## config.mk

```make
export PLATFORM = sky130hd
export DESIGN_NAME = freq_meter
export DESIGN_NICKNAME = d
export VERILOG_FILES = /design/src/rtl/freq_meter_pkg.sv /design/src/rtl/sync_edge_detect.sv /design/src/rtl/freq_meter.sv
export SDC_FILE = /design/constraint.sdc
export NUM_CORES = 1
export LEC_CHECK = 0
export ABC_AREA = 0
export CORE_MARGIN = 2
export CORE_UTILIZATION = 35
export DETAILED_ROUTE_END_ITERATION = 8
export GPL_TIMING_DRIVEN = 0
export HOLD_SLACK_MARGIN = 0.06
export SETUP_SLACK_MARGIN = 0.05
export SLEW_MARGIN = 25
export SYNTH_ARGS = -nofsm -noshare
export SYNTH_HDL_FRONTEND = slang
export SYNTH_SLANG_ARGS = --single-unit
export TNS_END_PERCENT = 50
```

## constraint.sdc

```tcl
create_clock -name clk_in -period 3.3 [get_ports clk_in]
set_clock_uncertainty 0.15 [all_clocks]
set_input_delay 0.66 -clock clk_in [delete_from_list [all_inputs] [get_ports clk_in]]
set_output_delay 0.66 -clock clk_in [all_outputs]
set_load 0.01 [all_outputs]
```

## src/rtl/freq_meter_pkg.sv

```systemverilog
// freq_meter_pkg: shared FSM state encoding, gate-length derivation and clog2 for the freq_meter slice.
package freq_meter_pkg;

    typedef enum logic [1:0] {IDLE, GATE, LATCH} state_e;

    function automatic int clog2(input int v);
        int r;
        r = 0;
        for (int x = v - 1; x > 0; x = x >> 1) r++;
        return (r < 1) ? 1 : r;
    endfunction

    function automatic int gate_cycles(input int clk_freq, input int gate_freq);
        return clk_freq / gate_freq;
    endfunction

endpackage

```

## src/rtl/sync_edge_detect.sv

```systemverilog
// sync_edge_detect: multi-flop synchronizer for an asynchronous input with a registered rising-edge detector.
module sync_edge_detect #(
    parameter int SYNC_STAGES = 2
) (
    input  logic clk_in,
    input  logic rst,
    input  logic async_in,
    output logic level_out,
    output logic rise_pulse
);

    logic [SYNC_STAGES-1:0] sync_q;
    logic                   prev_q;

    always_ff @(posedge clk_in) begin
        if (rst) begin
            sync_q <= '0;
            prev_q <= 1'b0;
        end else begin
            sync_q <= {sync_q[SYNC_STAGES-2:0], async_in};
            prev_q <= sync_q[SYNC_STAGES-1];
        end
    end

    assign level_out  = sync_q[SYNC_STAGES-1];
    assign rise_pulse = level_out & ~prev_q;

endmodule

```

## src/rtl/freq_meter.sv

```systemverilog
// freq_meter: gated frequency counter; counts synchronized rising edges of sig_in over a
// GATE_CYCLES window and publishes the count with a one-cycle valid strobe.
module freq_meter
    import freq_meter_pkg::*;
#(
    parameter int CLK_IN_FREQ = 50_000_000,
    parameter int GATE_FREQ   = 1000,
    parameter int COUNT_WIDTH = 32,
    parameter int SYNC_STAGES = 2
) (
    input  logic                   clk_in,
    input  logic                   rst,
    input  logic                   sig_in,
    input  logic                   enable,
    output logic [COUNT_WIDTH-1:0] freq_count,
    output logic                   freq_valid,
    output logic                   overflow,
    output logic                   busy
);

    localparam int GATE_CYCLES = gate_cycles(CLK_IN_FREQ, GATE_FREQ);
    localparam int TW = clog2(GATE_CYCLES);
    localparam int WW = clog2(SYNC_STAGES + 2);
    localparam logic [TW-1:0] LAST   = TW'(GATE_CYCLES - 1);
    localparam logic [WW-1:0] WARM_N = WW'(SYNC_STAGES + 1);

    state_e                 state_q;
    logic [TW-1:0]          timer_q;
    logic [COUNT_WIDTH-1:0] cnt_q, cnt_d, freq_count_q;
    logic                   ovf_flag_q, ovf_d, overflow_q, freq_valid_q, busy_q;
    logic [WW-1:0]          warm_q;
    logic                   rise, warm, sync_level_unused;

    sync_edge_detect #(.SYNC_STAGES(SYNC_STAGES)) u_sync (
        .clk_in     (clk_in),
        .rst        (rst),
        .async_in   (sig_in),
        .level_out  (sync_level_unused),
        .rise_pulse (rise)
    );

    // Warm-up keeps the synchronizer's post-reset fill from looking like an edge.
    assign warm = (warm_q == WARM_N);

    always_comb begin
        cnt_d = (rise && !(&cnt_q)) ? cnt_q + 1'b1 : cnt_q;
        ovf_d = ovf_flag_q | (rise & (&cnt_q));
    end

    always_ff @(posedge clk_in) begin
        if (rst) begin
            state_q      <= IDLE;
            timer_q      <= '0;
            cnt_q        <= '0;
            ovf_flag_q   <= 1'b0;
            warm_q       <= '0;
            freq_count_q <= '0;
            freq_valid_q <= 1'b0;
            overflow_q   <= 1'b0;
            busy_q       <= 1'b0;
        end else begin
            freq_valid_q <= 1'b0;
            if (!warm) warm_q <= warm_q + 1'b1;
            case (state_q)
                IDLE: begin
                    timer_q    <= '0;
                    cnt_q      <= '0;
                    ovf_flag_q <= 1'b0;
                    if (enable && warm) begin
                        state_q <= GATE;
                        busy_q  <= 1'b1;
                    end
                end
                GATE: begin
                    if (!enable) begin
                        state_q <= IDLE;
                        busy_q  <= 1'b0;
                    end else begin
                        cnt_q      <= cnt_d;
                        ovf_flag_q <= ovf_d;
                        timer_q    <= timer_q + 1'b1;
                        if (timer_q == LAST) state_q <= LATCH;
                    end
                end
                LATCH: begin
                    freq_count_q <= cnt_q;
                    overflow_q   <= ovf_flag_q;
                    freq_valid_q <= 1'b1;
                    timer_q      <= '0;
                    cnt_q        <= '0;
                    ovf_flag_q   <= 1'b0;
                    state_q      <= enable ? GATE : IDLE;
                    busy_q       <= enable;
                end
                default: state_q <= IDLE;
            endcase
        end
    end

    assign freq_count = freq_count_q;
    assign freq_valid = freq_valid_q;
    assign overflow   = overflow_q;
    assign busy       = busy_q;

endmodule

```

# Word level (Yosys, flattened, before mapping)
# Index checks and enable logic that the tools add are counted.
word_totals:
  regBits: 91
  out_inout_bits: 35
  wordCells: 55
op_classes:
  addsub: 3
  n_eq_ne: 9
  mux: 16
  bitwise: 4
  reduce_logical: 12
op_table:
  columns: ["op", "n"]
  rows:
  - ["two-way mux 32 bit", 2]
  - ["one-hot mux 32 bit (2 select lines)", 1]
  - ["adder 32 x 1 -> 32 bit (second input constant)", 1]
  - ["one-hot mux 16 bit (2 select lines)", 1]
  - ["AND reduction 32 bit", 1]
  - ["adder 16 x 1 -> 16 bit (second input constant)", 1]
  - ["equality test 16 bit (second input constant)", 1]
  - ["two-way mux 16 bit", 1]
  - ["!= test 2 bit (second input constant)", 4]
  - ["two-way mux 2 bit", 3]
  - ["one-hot mux 2 bit (3 select lines)", 1]
  - ["AND reduction 3 bit", 2]
  - ["two-way mux 1 bit", 5]
  - ["equality test 2 bit (second input constant)", 2]
  - ["AND reduction 2 bit", 2]
  - ["!= test 3 bit (second input constant)", 1]
  - ["one-hot mux 1 bit (3 select lines)", 1]
  - ["nonzero test 3 bit", 1]
  - ["adder 2 x 1 -> 2 bit (second input constant)", 1]
  - ["AND 1 bit", 2]
  - ["equality test 2 x 1 -> 1 bit (second input constant)", 1]
  - ["logical AND 1 bit", 2]
  - ["logical NOT 2 bit", 1]
  - ["one-hot mux 1 bit (2 select lines)", 1]
  - ["5 further kinds", 5]

# Depth between registers and ports, before layout
# Gate-level depths: netlist (run 1).
depth:
  depth_word: 6
  ltp_mapped: 9

# Cells and area by module
# Synthesis (run 1) repeated with hierarchy kept, for this count alone.
hier_totals:
  hier_cells: 461
  hier_area_um2: 3824.9
by_module_without_submodules:
  columns: ["mod", "n_inst", "cells_each", "area_each_um2"]
  rows:
  - ["freq_meter", 1, 454, 3737.3]
  - ["sync_edge_detect", 1, 7, 87.6]

# Worst setup path after synthesis (run 1)
# No wires, ideal clock.
synth_timing:
  kind: "reg2reg"
  startpoint: "reg cnt_q[0]"
  endpoint: "reg cnt_q[11]"
  setup_time_ps: 59
  t_arrival_ps: 1925
  slack_ps: 1166
  stages_incl_launch_ff: 9
  path_buffers: 2
  path_cell_list: "dfxtp_1 -> ha_1 -> and3_1 -> and3_4 -> buf_6 -> a31o_2 -> buf_6 -> or4_1 -> nand2_1"
synth_via:
  elab_chain_len: 5
synth_rtl:
  columns: ["item", "line_no", "rtl"]
  rows:
  - ["start, declared", "freq_meter.sv:29", "logic [COUNT_WIDTH-1:0] cnt_q, cnt_d, freq_count_q;"]
  - ["start signal, assigned", "freq_meter.sv:79", "cnt_q <= cnt_d;"]
  - ["parallel branches: the longest is 5 deep, another holds adder 32 x 1 -> 32 bit", null, null]
# Several ways; the timed one is not identified. The select of a mux whose other input is x is not followed.
# A chain may end at the register's enable or synchronous reset.

# Worst setup path in the final report (run 1)
layout_timing:
  startpoint: "in enable"
  endpoint: "reg cnt_q[19]"
layout_via:
  elab_chain_len: 2
layout_rtl:
  columns: ["item", "line_no", "rtl"]
  rows:
  - ["start, declared", "freq_meter.sv:14", "input logic enable,"]
  - ["!= test 2 bit (no source line)", null, null]
  - ["AND reduction 3 bit (no source line)", null, null]
# Every way passes these cells.

==> qor.yml, run 1 <==
status: "finished clean"
grt_pass1_vias: 3073
num_vias: 3329
worstSetupStartpointType: "input pin"
instances_no_fill: 650
p_per_area_mw_per_mm2: 433
synth.area.top_cells: "dfxtp_1, nand2_1, a21oi_1, xnor2_1, nor2_1"
syn-cell-area_mm2: 0.00384
r2r-start: "cnt_q[0]"
critical-path-top-delay-family: "buffers and inverters"
ant_nets: 0
place_congestion: 0.810
ir_worst_vdd_v: 0.000201
worstRegToRegCells: 9
drc_errors: 0
synth_nets: 465
synthFlopType: "dfxtp_1"
grt_pass1_wl_um: 14700
n_fill_cell: 1072
leakage_nw: 1.35
die_area_mm2: 0.0118
finalWorstSetupSlack_ps: 636
required_ps: 3380
cp_max_fo: 10
fin_area_mm2: 0.00460
hold_path.startpoint: "u_sync.sync_q[0]"
placed_area_mm2: 0.00439
ys_seq_area_share_pct: 47.4
finalPower_mw: 1.99
wl_per_cell_um: 13.6
h-tree-depth: 3
track_usage_pct: 15.8
setup_viol: 0
crit_type: "input pin to flop"
worst_setup_path_end_kind: "flop"
drt-total-wl_um: 8830
dr.pass1.iters: 4
yosysWarningCount: 0
viasPerCell: 5.12
finalHoldViolations: 0
finalSetupTns_ps: 0
dp.cells: 635
period_share_pct: 80.7
core_mm2: 0.0108
cts_root_buf: "clkbuf_8"
grt_overflow: 0
clk_path_buf_depth: 2
die_h_um: 109
postSynthAreaPerCell_um2: 8.39
drive_gt1_share_pct: 5.69
slew_viol_final: 0
cp_cell_sequence: "clkdlybuf4s50_1 > nor2b_1 > buf_2 > nand3b_1 > a31o_2 > buf_6 > buf_2 > o31ai_1 > a21oi_1"
utilization_pct: 42.6
max_freq_mhz: 375
ys_ff_latch: 91
portBuffers: 37
cts-hold-fix-buffers: 0
critPathSlowestCell: "clkdlybuf4s50_1"
clock_latency_ps: 370
rsz0062_at_grt: "no"
clk_pin_slew_ps: 80
clock_sinks: 91
netlist.area_leader.share_pct: 47.4
placementRows: 38
fp.dieW_um: 109
max_slew.worst_pin.slew_ps: 544
cts_tree: "built"
crit_top_cell: "buf_2"
synthArstFlopShare_pct: 0
io_pins: 39
antenna_found_initial: 0
min-delay-path-class: "flop to flop"
min_period_ps: 2660
synthCells: 458
synth_area_leader_cell: "dfxtp_1"
worstReg2RegEnd: "cnt_q[19]"
pre_cts_ws_ps: 275
place_hpwl_um: 6310
area_delta_synth_final_pct: 19.8
min_to: "u_sync.sync_q[1]"
start_util_pct: 35.6
cts_made_buffers: 9
slew_headroom_pct: 63.8
worst-r2r-setup-slack_ps: 880
synth.distinct_cells: 40
arrival_ps: 2740
drtIter0Drc: 140
slowest_delay_ps: 590
worst_hold_slack_ps: 297
worst-path-buf-inv: 4
synth_edf_count: 0
grt_max_degree: 15
cap_viol_max_count: 0
post_cts_buffers: 0
cts_resized: 0
nets: 513
hold_depth: 1
antenna_cells: 0
## placed cells by master (no fill, tap or decap), types with 9 or more instances in the layout
| master | netlist | routed |
|---|---|---|
| dfxtp_1 | 91 | 91 |
| nand2_1 | 89 | 89 |
| a21oi_1 | 52 | 52 |
| nor2_1 | 39 | 39 |
| clkdlybuf4s50_1 | 0 | 37 |
| xnor2_1 | 19 | 19 |
| clkbuf_1 | 18 | 18 |
| nand3_1 | 16 | 16 |
| nand4_1 | 13 | 13 |
| o21ai_0 | 11 | 11 |
| or3_1 | 11 | 11 |
| clkbuf_8 | 0 | 10 |
| nor4_1 | 9 | 9 |
## layout make-up
class                           count  area [um^2]  area share (%)
Multi-Input combinational cell    334         1870            40.6
Sequential cell                    91         1820            39.6
Timing Repair Buffer               37          370            8.05
Tap cell                          140          175            3.81
Clock buffer                       10          138            2.99
Buffer                             25          120            2.61
Clock inverter                      5         77.6            1.69
Inverter                            8         30.0           0.653
## flip-flops by register name, indices dropped and copies added, names as in the netlist, 2 cells and up
signal         cells
cnt_q             32
freq_count        32
timer_q           16
state_q            2
u_sync.sync_q      2
warm_q             2
## how the worst max path moves through the flow
| stage | from | endpoint | cells past startpoint | slack [ps] |
|---|---|---|---|---|
| 2_1_floorplan | cnt_q[0] | cnt_q[11] | 8 | 1170 |
| 3_3_place_gp | enable | cnt_q[15] | 9 | 340 |
| 3_5_place_dp | enable | cnt_q[19] | 9 | 270 |
| 4_1_cts | enable | cnt_q[19] | 9 | 660 |
| 5_1_grt | enable | cnt_q[2] | 9 | 530 |
| 6_report | enable | cnt_q[19] | 9 | 640 |
## layer usage
layer / routed length [um] / vias to the layer above / global-route usage (%) / share of wire, %
met5: 0 / - / 0 / 0
met4: 148 / 0 / 7.05 / 1.7
met3: 250 / 13 / 2.93 / 2.8
met2: 4170 / 56 / 26.2 / 47
met1: 4250 / 1570 / 20.1 / 48
li1: - / 1690 / - / -
## report_power, final
part / switching (mW) / internal (mW)
Clock: 0.387 / 0.440
Combinational: 0.0318 / 0.0202
Sequential: 0.00592 / 1.11
Total: 0.425 / 1.57
## logic make-up after synthesis
group / synth area share, %
buf+inv: 3.91
mux: 0.782
compound gates: 12.7
flops: 47.4
fa+ha+maj: 0.977
xor+xnor: 6.16
simple gates: 28.0
## synth_stat cells, types with 2 or more instances
| library cell | number |
|---|---|
| dfxtp_1 | 91 |
| nand2_1 | 89 |
| a21oi_1 | 52 |
| nor2_1 | 39 |
| xnor2_1 | 19 |
| clkbuf_1 | 18 |
| nand3_1 | 16 |
| nand4_1 | 13 |
| o21ai_0 | 11 |
| or3_1 | 11 |
| nor4_1 | 9 |
| inv_1 | 8 |
| or4_1 | 8 |
| xor2_1 | 8 |
| and4_1 | 7 |
| nor2b_1 | 6 |
| o31ai_1 | 6 |
| and3_1 | 5 |
| nor3_1 | 5 |
| a2111oi_2 | 4 |
| buf_2 | 3 |
| buf_6 | 3 |
| ha_1 | 3 |
| mux2i_1 | 3 |
| nand2b_1 | 3 |
| a21o_1 | 2 |
| a31oi_1 | 2 |
| o211ai_1 | 2 |
No activity file was read; power rests on OpenSTA's default activity.
==> run 2, diff against run 1 <==
- clock period: 3.3 -> 2.8 ns (I/O delays scaled with it)
==> results of run 2 <==
The final DEF is identical to that of run 1. Status: finished clean.
Among the figures that moved: setup slack after placement 275 ps -> -125 ps; setup slack after layout 636 ps -> 236 ps; register-to-register setup slack 880 ps -> 380 ps; total power 1.99 mW -> 2.35 mW; worst IR drop on VDD 0.000201 V -> 0.000236 V
==> edit, RTL diff (flow settings as in run 2) <==
Put one more register stage on the output `busy`. The value now appears one clock later. The other outputs are not delayed to match.
--- a/src/rtl/freq_meter.sv
+++ b/src/rtl/freq_meter.sv
@@ -102,3 +102,5 @@
     assign overflow   = overflow_q;
-    assign busy       = busy_q;
+    always_ff @(posedge clk_in) begin
+        busy <= busy_q;
+    end
 
Check against the original RTL: not equivalent (a bounded check fails within 10 cycles, from zero or initial values and one cycle with rst high).
==> edit against run 2 <==
First-iteration DRC count fell by 34%. Power fell by 1.5%. Area after synthesis rose by 0.52%. Setup slack got worse by 16 ps. Critical path type unchanged. Fmax fell by 0.62%. Design area barely moved. Via count barely moved. Wire length fell by 1.3%. Sequential cell count rose by 1. Clock power fell by 5.2%.
==> edit: results <==
group,metric,value,unit
placed_design,io_buffers,37,
placed_design,gp_congestion,0.789,
drt,wl_met1,4.33,mm
drt,top_layer_used,"met4",
global_route,track_usage,15.6,%
final_layout,drive_gt1_share,5.66,%
synth,ys_seq_area_share,47.7,%
final_layout,fill_cells,1075,
drt,drt_iter0_markers,92,
drt,wl_per_cell,13.4,um
drt,vias,3330,
synth,synth-xor-area-share,6.12,%
synth,synth.net_count,466,
pwr,cellLeakagePower,1.35,nW
status,status,"completed",
placed_design,place_ws,-128,ps
global_route,grtUsageMet3,3.11,%
drt,wl_met2,3.94,mm
global_route,grt_max_degree,17,
placed_design,placed_area,4410,um2
critical_path,crit_arrival,2670,ps
synth,syn_inst,459,
final_layout,diodes,0,
global_route,grt_pass1_wl,14.8,mm
drt,drtPass1Iterations,4,
final_layout,fin_cells,652,
pwr,swShare,23.6,%
timing,max_slew_margin,62.4,%
drt,route.met3.wl,259,um
global_route,use_met2,25.4,%
pwr,power_density,502,nW/um2
placed_design,numPlacedInstances,636,
global_route,grt_pass1_vias,3171,
final_layout,nets,514,
global_route,globalRouteMet1Util,20.4,%
critical_path,slowest_stage,"clkdlybuf4s50_1",
synth,synth-compound-area-share,12.7,%
synth,yosys.area_share.adder,0.972,%
==> edit: cell types whose count changed after synthesis, sizes merged <==
| cell | before | now |
|---|---|---|
| dfxtp | 91 | 92 |
==> edit: worst paths after layout <==
kind              depth (start not counted)  startpoint         to  slack, ps
setup / recovery                          9      enable  cnt_q[15]        220
hold / removal                            0      busy_q       busy        230
setup reg to reg                          9    cnt_q[0]  cnt_q[15]        390
hold reg to reg                           0      busy_q       busy        230
==> edit: worst reg2reg max path: cells and delay by family (launching register included) <==
kind	cells	cell delay [ps]
flip-flops	1	370
buffers and inverters	3	480
AO/OA/AOI/OAI	3	600
AND/OR/NAND/NOR	2	420
adder cells (fa/ha/maj)	1	260
==> edit: cell type report <==
cell class / count / area share, %
plain buffers: 25 / 2.61
clock buffers: 10 / 2.77
clock inverters: 6 / 1.52
inverters: 8 / 0.652
multi-input cells: 334 / 40.6
flip-flops and latches: 92 / 40.0
well taps: 140 / 3.80
repair buffers: 37 / 8.04
